[src/rtl/control_sequencer_pkg.sv]
// Shared encodings for the hardwired control sequencer: state codes, opcodes,
// IR field positions and the packed strobe bundle driven toward the datapath.
package ctrl_pkg;

    localparam int OPCODE_W = 5;
    localparam int FIELD_W  = 4;

    localparam int OPC_MSB = 31;
    localparam int OPC_LSB = 27;
    localparam int RA_MSB  = 26;
    localparam int RA_LSB  = 23;
    localparam int RB_MSB  = 22;
    localparam int RB_LSB  = 19;
    localparam int RC_MSB  = 18;
    localparam int RC_LSB  = 15;

    localparam logic [3:0] ST_RESET = 4'd0;
    localparam logic [3:0] ST_T0    = 4'd1;
    localparam logic [3:0] ST_T1    = 4'd2;
    localparam logic [3:0] ST_T2    = 4'd3;
    localparam logic [3:0] ST_T3    = 4'd4;
    localparam logic [3:0] ST_T4    = 4'd5;
    localparam logic [3:0] ST_T5    = 4'd6;
    localparam logic [3:0] ST_HALT  = 4'd7;

    typedef enum logic [3:0] {
        S_RESET = ST_RESET,
        S_T0    = ST_T0,
        S_T1    = ST_T1,
        S_T2    = ST_T2,
        S_T3    = ST_T3,
        S_T4    = ST_T4,
        S_T5    = ST_T5,
        S_HALT  = ST_HALT
    } state_t;

    localparam logic [OPCODE_W-1:0] OP_ADD  = 5'b00011;
    localparam logic [OPCODE_W-1:0] OP_SUB  = 5'b00100;
    localparam logic [OPCODE_W-1:0] OP_AND  = 5'b00101;
    localparam logic [OPCODE_W-1:0] OP_OR   = 5'b00110;
    localparam logic [OPCODE_W-1:0] OP_HALT = 5'b11011;

    typedef struct packed {
        logic run;
        logic pc_out;
        logic zlow_out;
        logic mdr_out;
        logic mar_in;
        logic z_in;
        logic pc_in;
        logic mdr_in;
        logic ir_in;
        logic y_in;
        logic inc_pc;
        logic read;
        logic alu_add;
        logic alu_sub;
        logic alu_and;
        logic alu_or;
    } strobe_t;

    function automatic logic is_alu_op(input logic [OPCODE_W-1:0] opc);
        return (opc == OP_ADD) || (opc == OP_SUB) || (opc == OP_AND) || (opc == OP_OR);
    endfunction

endpackage

[src/rtl/control_sequencer_if.sv]
// Sequencer <-> datapath bundle: IR and handshake inputs, per-cycle strobes out.
// master = control unit side, slave = datapath side.
interface control_sequencer_if #(
    parameter int NUM_REGS = 16
);
    logic [31:0]         IR;
    logic                Mem_ready;
    logic                Stop;
    logic                Run;
    logic                PCout;
    logic                Zlowout;
    logic                MDRout;
    logic                MARin;
    logic                Zin;
    logic                PCin;
    logic                MDRin;
    logic                IRin;
    logic                Yin;
    logic                IncPC;
    logic                Read;
    logic                ADD;
    logic                SUB;
    logic                AND;
    logic                OR;
    logic [NUM_REGS-1:0] R_out;
    logic [NUM_REGS-1:0] R_in;
    logic [3:0]          state_dbg;

    modport master (
        input  IR, Mem_ready, Stop,
        output Run, PCout, Zlowout, MDRout, MARin, Zin, PCin, MDRin, IRin, Yin,
               IncPC, Read, ADD, SUB, AND, OR, R_out, R_in, state_dbg
    );

    modport slave (
        output IR, Mem_ready, Stop,
        input  Run, PCout, Zlowout, MDRout, MARin, Zin, PCin, MDRin, IRin, Yin,
               IncPC, Read, ADD, SUB, AND, OR, R_out, R_in, state_dbg
    );
endinterface

[src/rtl/control_sequencer_reg_select_decode.sv]
// Register field to one-hot enable; purely combinational, zero latency.
// Field values beyond the register file decode to all-zero.
module reg_select_decode #(
    parameter int NUM_REGS = 16,
    parameter int FIELD_W  = 4
) (
    input  logic [FIELD_W-1:0]  field_i,
    input  logic                en_i,
    output logic [NUM_REGS-1:0] onehot_o
);
    always_comb begin
        onehot_o = '0;
        for (int i = 0; i < NUM_REGS; i++) begin
            onehot_o[i] = en_i && (32'(field_i) == 32'(i));
        end
    end
endmodule

[src/rtl/control_sequencer.sv]
// Hardwired fetch (T0-T2) / reg-reg ALU execute (T3-T5) sequencer.
// Strobes are a same-cycle decode of the registered state; Mem_ready stalls T1.
module control_sequencer
    import ctrl_pkg::*;
#(
    parameter int NUM_REGS = 16
) (
    input  logic                 Clock,
    input  logic                 Reset,
    control_sequencer_if.master  bus
);

    state_t                state_q;
    state_t                state_d;
    strobe_t               stb;
    logic [OPCODE_W-1:0]   opcode;
    logic [FIELD_W-1:0]    ra;
    logic [FIELD_W-1:0]    rb;
    logic [FIELD_W-1:0]    rc;
    logic [FIELD_W-1:0]    rout_field;
    logic                  rout_en;
    logic                  rin_en;
    logic [NUM_REGS-1:0]   rout_vec;
    logic [NUM_REGS-1:0]   rin_vec;
    logic                  ir_unused;

    assign opcode    = bus.IR[OPC_MSB:OPC_LSB];
    assign ra        = bus.IR[RA_MSB:RA_LSB];
    assign rb        = bus.IR[RB_MSB:RB_LSB];
    assign rc        = bus.IR[RC_MSB:RC_LSB];
    assign ir_unused = ^bus.IR[RC_LSB-1:0];

    always_ff @(posedge Clock) begin
        if (Reset) begin
            state_q <= S_RESET;
        end else begin
            state_q <= state_d;
        end
    end

    always_comb begin
        state_d    = state_q;
        stb        = '0;
        rout_en    = 1'b0;
        rout_field = rb;
        rin_en     = 1'b0;

        case (state_q)
            S_RESET: begin
                state_d = S_T0;
            end
            S_T0: begin
                stb.run    = 1'b1;
                stb.pc_out = 1'b1;
                stb.mar_in = 1'b1;
                stb.inc_pc = 1'b1;
                stb.z_in   = 1'b1;
                state_d    = S_T1;
            end
            S_T1: begin
                // Strobes stay asserted for the whole memory wait.
                stb.run      = 1'b1;
                stb.zlow_out = 1'b1;
                stb.pc_in    = 1'b1;
                stb.read     = 1'b1;
                stb.mdr_in   = 1'b1;
                if (bus.Mem_ready) begin
                    state_d = S_T2;
                end
            end
            S_T2: begin
                stb.run     = 1'b1;
                stb.mdr_out = 1'b1;
                stb.ir_in   = 1'b1;
                state_d     = S_T3;
            end
            S_T3: begin
                stb.run = 1'b1;
                if (is_alu_op(opcode)) begin
                    rout_en  = 1'b1;
                    stb.y_in = 1'b1;
                    state_d  = S_T4;
                end else if (opcode == OP_HALT) begin
                    state_d = S_HALT;
                end else begin
                    state_d = bus.Stop ? S_HALT : S_T0;
                end
            end
            S_T4: begin
                stb.run    = 1'b1;
                stb.z_in   = 1'b1;
                rout_en    = 1'b1;
                rout_field = rc;
                case (opcode)
                    OP_ADD:  stb.alu_add = 1'b1;
                    OP_SUB:  stb.alu_sub = 1'b1;
                    OP_AND:  stb.alu_and = 1'b1;
                    OP_OR:   stb.alu_or  = 1'b1;
                    default: stb.alu_add = 1'b0;
                endcase
                state_d = S_T5;
            end
            S_T5: begin
                stb.run      = 1'b1;
                stb.zlow_out = 1'b1;
                rin_en       = 1'b1;
                state_d      = bus.Stop ? S_HALT : S_T0;
            end
            S_HALT: begin
                state_d = S_HALT;
            end
            default: begin
                state_d = S_RESET;
            end
        endcase
    end

    reg_select_decode #(
        .NUM_REGS (NUM_REGS),
        .FIELD_W  (FIELD_W)
    ) u_rout_dec (
        .field_i  (rout_field),
        .en_i     (rout_en),
        .onehot_o (rout_vec)
    );

    reg_select_decode #(
        .NUM_REGS (NUM_REGS),
        .FIELD_W  (FIELD_W)
    ) u_rin_dec (
        .field_i  (ra),
        .en_i     (rin_en),
        .onehot_o (rin_vec)
    );

    assign bus.Run       = stb.run;
    assign bus.PCout     = stb.pc_out;
    assign bus.Zlowout   = stb.zlow_out;
    assign bus.MDRout    = stb.mdr_out;
    assign bus.MARin     = stb.mar_in;
    assign bus.Zin       = stb.z_in;
    assign bus.PCin      = stb.pc_in;
    assign bus.MDRin     = stb.mdr_in;
    assign bus.IRin      = stb.ir_in;
    assign bus.Yin       = stb.y_in;
    assign bus.IncPC     = stb.inc_pc;
    assign bus.Read      = stb.read;
    assign bus.ADD       = stb.alu_add;
    assign bus.SUB       = stb.alu_sub;
    assign bus.AND       = stb.alu_and;
    assign bus.OR        = stb.alu_or;
    assign bus.R_out     = rout_vec;
    assign bus.R_in      = rin_vec;
    assign bus.state_dbg = state_q;

endmodule

[src/flat_wrapper.sv]
// flat-port wrapper written by rule: the top's interface ports become plain ports
module control_sequencer_flat import ctrl_pkg::*;
#(
    parameter int NUM_REGS = 16
)
  (Clock, Reset, bus_IR, bus_Mem_ready, bus_Stop, bus_Run, bus_PCout, bus_Zlowout, bus_MDRout, bus_MARin, bus_Zin, bus_PCin, bus_MDRin, bus_IRin, bus_Yin, bus_IncPC, bus_Read, bus_ADD, bus_SUB, bus_AND, bus_OR, bus_R_out, bus_R_in, bus_state_dbg);
  control_sequencer_if #(.NUM_REGS(NUM_REGS)) bus_i ();
  input  logic Clock;
  input  logic Reset;
  input wire logic [$bits(bus_i.IR)-1:0] bus_IR;
  input wire logic [$bits(bus_i.Mem_ready)-1:0] bus_Mem_ready;
  input wire logic [$bits(bus_i.Stop)-1:0] bus_Stop;
  output wire logic [$bits(bus_i.Run)-1:0] bus_Run;
  output wire logic [$bits(bus_i.PCout)-1:0] bus_PCout;
  output wire logic [$bits(bus_i.Zlowout)-1:0] bus_Zlowout;
  output wire logic [$bits(bus_i.MDRout)-1:0] bus_MDRout;
  output wire logic [$bits(bus_i.MARin)-1:0] bus_MARin;
  output wire logic [$bits(bus_i.Zin)-1:0] bus_Zin;
  output wire logic [$bits(bus_i.PCin)-1:0] bus_PCin;
  output wire logic [$bits(bus_i.MDRin)-1:0] bus_MDRin;
  output wire logic [$bits(bus_i.IRin)-1:0] bus_IRin;
  output wire logic [$bits(bus_i.Yin)-1:0] bus_Yin;
  output wire logic [$bits(bus_i.IncPC)-1:0] bus_IncPC;
  output wire logic [$bits(bus_i.Read)-1:0] bus_Read;
  output wire logic [$bits(bus_i.ADD)-1:0] bus_ADD;
  output wire logic [$bits(bus_i.SUB)-1:0] bus_SUB;
  output wire logic [$bits(bus_i.AND)-1:0] bus_AND;
  output wire logic [$bits(bus_i.OR)-1:0] bus_OR;
  output wire logic [$bits(bus_i.R_out)-1:0] bus_R_out;
  output wire logic [$bits(bus_i.R_in)-1:0] bus_R_in;
  output wire logic [$bits(bus_i.state_dbg)-1:0] bus_state_dbg;
  assign bus_i.IR = bus_IR;
  assign bus_i.Mem_ready = bus_Mem_ready;
  assign bus_i.Stop = bus_Stop;
  assign bus_Run = bus_i.Run;
  assign bus_PCout = bus_i.PCout;
  assign bus_Zlowout = bus_i.Zlowout;
  assign bus_MDRout = bus_i.MDRout;
  assign bus_MARin = bus_i.MARin;
  assign bus_Zin = bus_i.Zin;
  assign bus_PCin = bus_i.PCin;
  assign bus_MDRin = bus_i.MDRin;
  assign bus_IRin = bus_i.IRin;
  assign bus_Yin = bus_i.Yin;
  assign bus_IncPC = bus_i.IncPC;
  assign bus_Read = bus_i.Read;
  assign bus_ADD = bus_i.ADD;
  assign bus_SUB = bus_i.SUB;
  assign bus_AND = bus_i.AND;
  assign bus_OR = bus_i.OR;
  assign bus_R_out = bus_i.R_out;
  assign bus_R_in = bus_i.R_in;
  assign bus_state_dbg = bus_i.state_dbg;
  control_sequencer #(.NUM_REGS(NUM_REGS)) u_core (.Clock(Clock), .Reset(Reset), .bus(bus_i));
endmodule
[config.mk]
export PLATFORM = sky130hd
export DESIGN_NAME = control_sequencer_flat
export DESIGN_NICKNAME = d
export VERILOG_FILES = /design/src/rtl/control_sequencer_pkg.sv /design/src/rtl/control_sequencer_if.sv /design/src/rtl/control_sequencer_reg_select_decode.sv /design/src/rtl/control_sequencer.sv /design/src/flat_wrapper.sv
export SDC_FILE = /design/constraint.sdc
export NUM_CORES = 1
export LEC_CHECK = 0
export ABC_AREA = 1
export ABC_CLOCK_PERIOD_IN_PS = 4300
export CORE_MARGIN = 2
export CORE_UTILIZATION = 29
export DETAILED_ROUTE_END_ITERATION = 16
export PLACE_DENSITY = 0.87
export REMOVE_ABC_BUFFERS = 1
export SLEW_MARGIN = 10
export SYNTH_ARGS = -nofsm -noshare
export SYNTH_HDL_FRONTEND = slang
export SYNTH_SLANG_ARGS = --single-unit
[constraint.sdc]
create_clock -name Clock -period 4.3 [get_ports Clock]
set_clock_uncertainty 0.2 [all_clocks]
set_input_delay 0.86 -clock Clock [delete_from_list [all_inputs] [get_ports Clock]]
set_output_delay 0.86 -clock Clock [all_outputs]
set_load 0.01 [all_outputs]
==> impl_results.md <==
* Worst Path Max Fanout at 5
* Worst Path Required at 3240 ps
* DRT antenna net count at 0
* Die Width at 54.7 µm
* CP peak stage delay at 540 ps
* Sequential area share after synthesis at 0.0807
* Vias post-DR at 1123
* Cts repair resizes at 0
* Peak Freq at 265 MHz
* Layout Utilization at 0.593
* Port bufs at 71
* Worst-Skew Late Latency at 230 ps
* Finished Layout Cells at 247
* Sw Share at 0.376
* CTS Hold Buffers Added at 0
* Core box area at 2450 µm²
* Sequential power share at 0.193
* CTS sink cnt at 3
* Initial drt markers at 20
* Post-CTS setup repair buffer count at 0
* Avg Inst Size Synth at 4.96 µm²
* Synth area leaders: nor2_1, nand2_1, inv_1
* CP Capture Type: output port
* Worst hold start: u_core.bus.state_dbg[1]
* Placed Cells at 243
* Crit path cell chain: clkdlybuf4s50_1 -> nand2_1 -> inv_1 -> nand3_1 -> nand2_1 -> nand2_2 -> nand2_4 -> nand2_2 -> nor2_1 -> clkdlybuf4s50_1
* First-pass DRT Iterations at 4
* Vias in the first global route at 925
* First-pass GRT wire length at 3660 µm
* RePlAce Congestion at 0.847
* Synthesized instance count at 150
* CTS HTree Levels at 1
* Critical path arrival at 2710 ps
* Average wire per standard cell at 9.82 µm
* Max FFs per register at 3
* CTS buffer count at 3
* Synth top area share at 0.237
* Final HPWL DP at 2060 µm
* Internal Power at 0.000117 W
* Hold WC Path Type: flip-flop to flip-flop
* CTS tree: yes
* Slowest-stage cell, CP: clkdlybuf4s50_1
* Ant. Diodes at 0
* Launch point of the worst path: bus_IR[28]
* Initial antenna violation count at 0
* Die Height at 54.7 µm
* R2R setup slack at 2910 ps
* PD cells at 129 nW/µm²
* Hold path cells at 3
* R2R cell count at 6
* Clk network pwr share at 0.270
* Nets@finish at 254
* Die footprint at 2990 µm²
* Worst r2r src: u_core.bus.state_dbg[2]
* Largest net degree at the start of global routing at 16
* RSZ-0062 raised after global routing: no
* Total routed wirelength at 2430 µm
* Synthesized flop and latch total at 3
* Final WS setup at 525 ps
* Cell Area, Synth at 744 µm²
* R2R Path End: u_core.bus.state_dbg[2]
* Cell accounting for the most synthesized area: nor2_1
* Hold Violations, Final at 0
* Layout cells sized above 1 at 0.0968
* Final min period at 3770 ps
* Fin Setup TNS at 0 ps
* VDD IR max at 0.201 mV
* Final setup viols at 0
* I/O pins at 88
* Worst Hold End: u_core.bus.state_dbg[1]
* Final period util at 0.878
* Leakage power figure at 0.640 nW
* CP Class: input port to output port
* Gr usage total at 0.162
* Layout area overhead at 95.5%
* Overflow after GRT at 0
* Fill cell count at 240
* WP buf/inv at 3
* P_sw at 0.0000706 W
* Max cap viols at 0
* Pre-CTS WS at 545 ps
* Total power at 0.000188 W
* # rows at 18
* Starting density of the core at 0.303
* CP Launch Type: input port
* Via density at 4.55
* CP top delay family: buffers and inverters
* CTS root buf: clkbuf_4
* Gate power share at 0.537
* Clock slew at reported path FFs at 40 ps
* Slew Limit Fails at 0
* Status: complete, no violations
* Residual DRC at 0
* Clk buf depth at 2
* Post-synthesis cell type count at 22
* Yosys warning total at 0
## routing by layer
layer / track usage / routed length (µm) / up-vias
met5: 0 / 0 / -
met4: 0.0500 / 2 / 0
met3: 0.0246 / 226 / 2
met2: 0.313 / 1250 / 46
met1: 0.176 / 944 / 493
li1: - / - / 582
## power by group through the flow
stage / Sequential [W] / Combinational (W) / Clock [W]
6_report: 0.0000363 / 0.000101 / 0.0000508
5_1_grt: 0.0000368 / 0.000110 / 0.0000563
4_1_cts: 0.0000363 / 0.000102 / 0.0000539
3_5_place_dp: 0.0000367 / 0.000101 / 0
3_3_place_gp: 0.0000365 / 0.0000997 / 0
2_1_floorplan: 0.0000370 / 0.0000440 / 0
## layout by cell type, fill, tap and decap left out, types with 2 or more instances in the layout
| cell type | instances |
|---|---|
| clkdlybuf4s50_1 | 71 |
| nor2_1 | 47 |
| nand2_1 | 30 |
| inv_1 | 23 |
| nand3_1 | 8 |
| nand2_2 | 6 |
| nor2_2 | 5 |
| a21oi_1 | 3 |
| clkbuf_4 | 3 |
| dfxtp_1 | 3 |
| inv_2 | 2 |
| nor3_1 | 2 |
| nor4_1 | 2 |
| o21ai_0 | 2 |
| o21ai_1 | 2 |
## cell families after synthesis
group	Yosys count	synth area share
simple gates	105	0.644
other cells	1	0.00504
compound gates	8	0.0588
flops	3	0.0807
buf+inv	33	0.212
## cell type report
cell class              count  area (µm²)  area share
multi-input cells         114         527       0.362
repair buffers             71         711       0.488
flip-flops and latches      3        60.1      0.0413
well taps                  30        37.5      0.0258
inverters                  25        93.8      0.0645
clock buffers               4        26.3      0.0181
## synth_stat cells, drive strengths merged
library cell	instances
o21ai	5
inv	25
a21oi	3
nor4	2
nand2	37
nor3	3
buf	8
nand3	9
conb	1
nor4b	1
dfxtp	3
nor2	53
## worst reg2reg max path, stage by stage, from the launching register on
cell and delay, ps:
dfxtp_1 460, inv_1 130, nor3_2 210, nand2_2 130, nand3_1 110, nand2_1 50, inv_1 40
## stage by stage
| stage | instance area [µm²] | hold slack [ps] |
|---|---|---|
| final | 1460 | 482 |
| after global routing | 1460 | 511 |
| after CTS | 1460 | 487 |
| after detailed placement | 1430 | 477 |
| after global placement | 1430 | 461 |
| after floorplan | 681 | 462 |
## worst max path at each step
stage / cells after the start / slack [ps] / endpoint
2_1_floorplan: 7 / 1690 / bus_R_out[0]
4_1_cts: 10 / 540 / bus_R_out[8]
6_report: 10 / 530 / bus_R_out[8]
5_1_grt: 10 / 340 / bus_R_out[5]
3_3_place_gp: 10 / 570 / bus_R_out[9]
3_5_place_dp: 10 / 550 / bus_R_out[8]
Note: power is estimated with default switching activity, not from simulation.
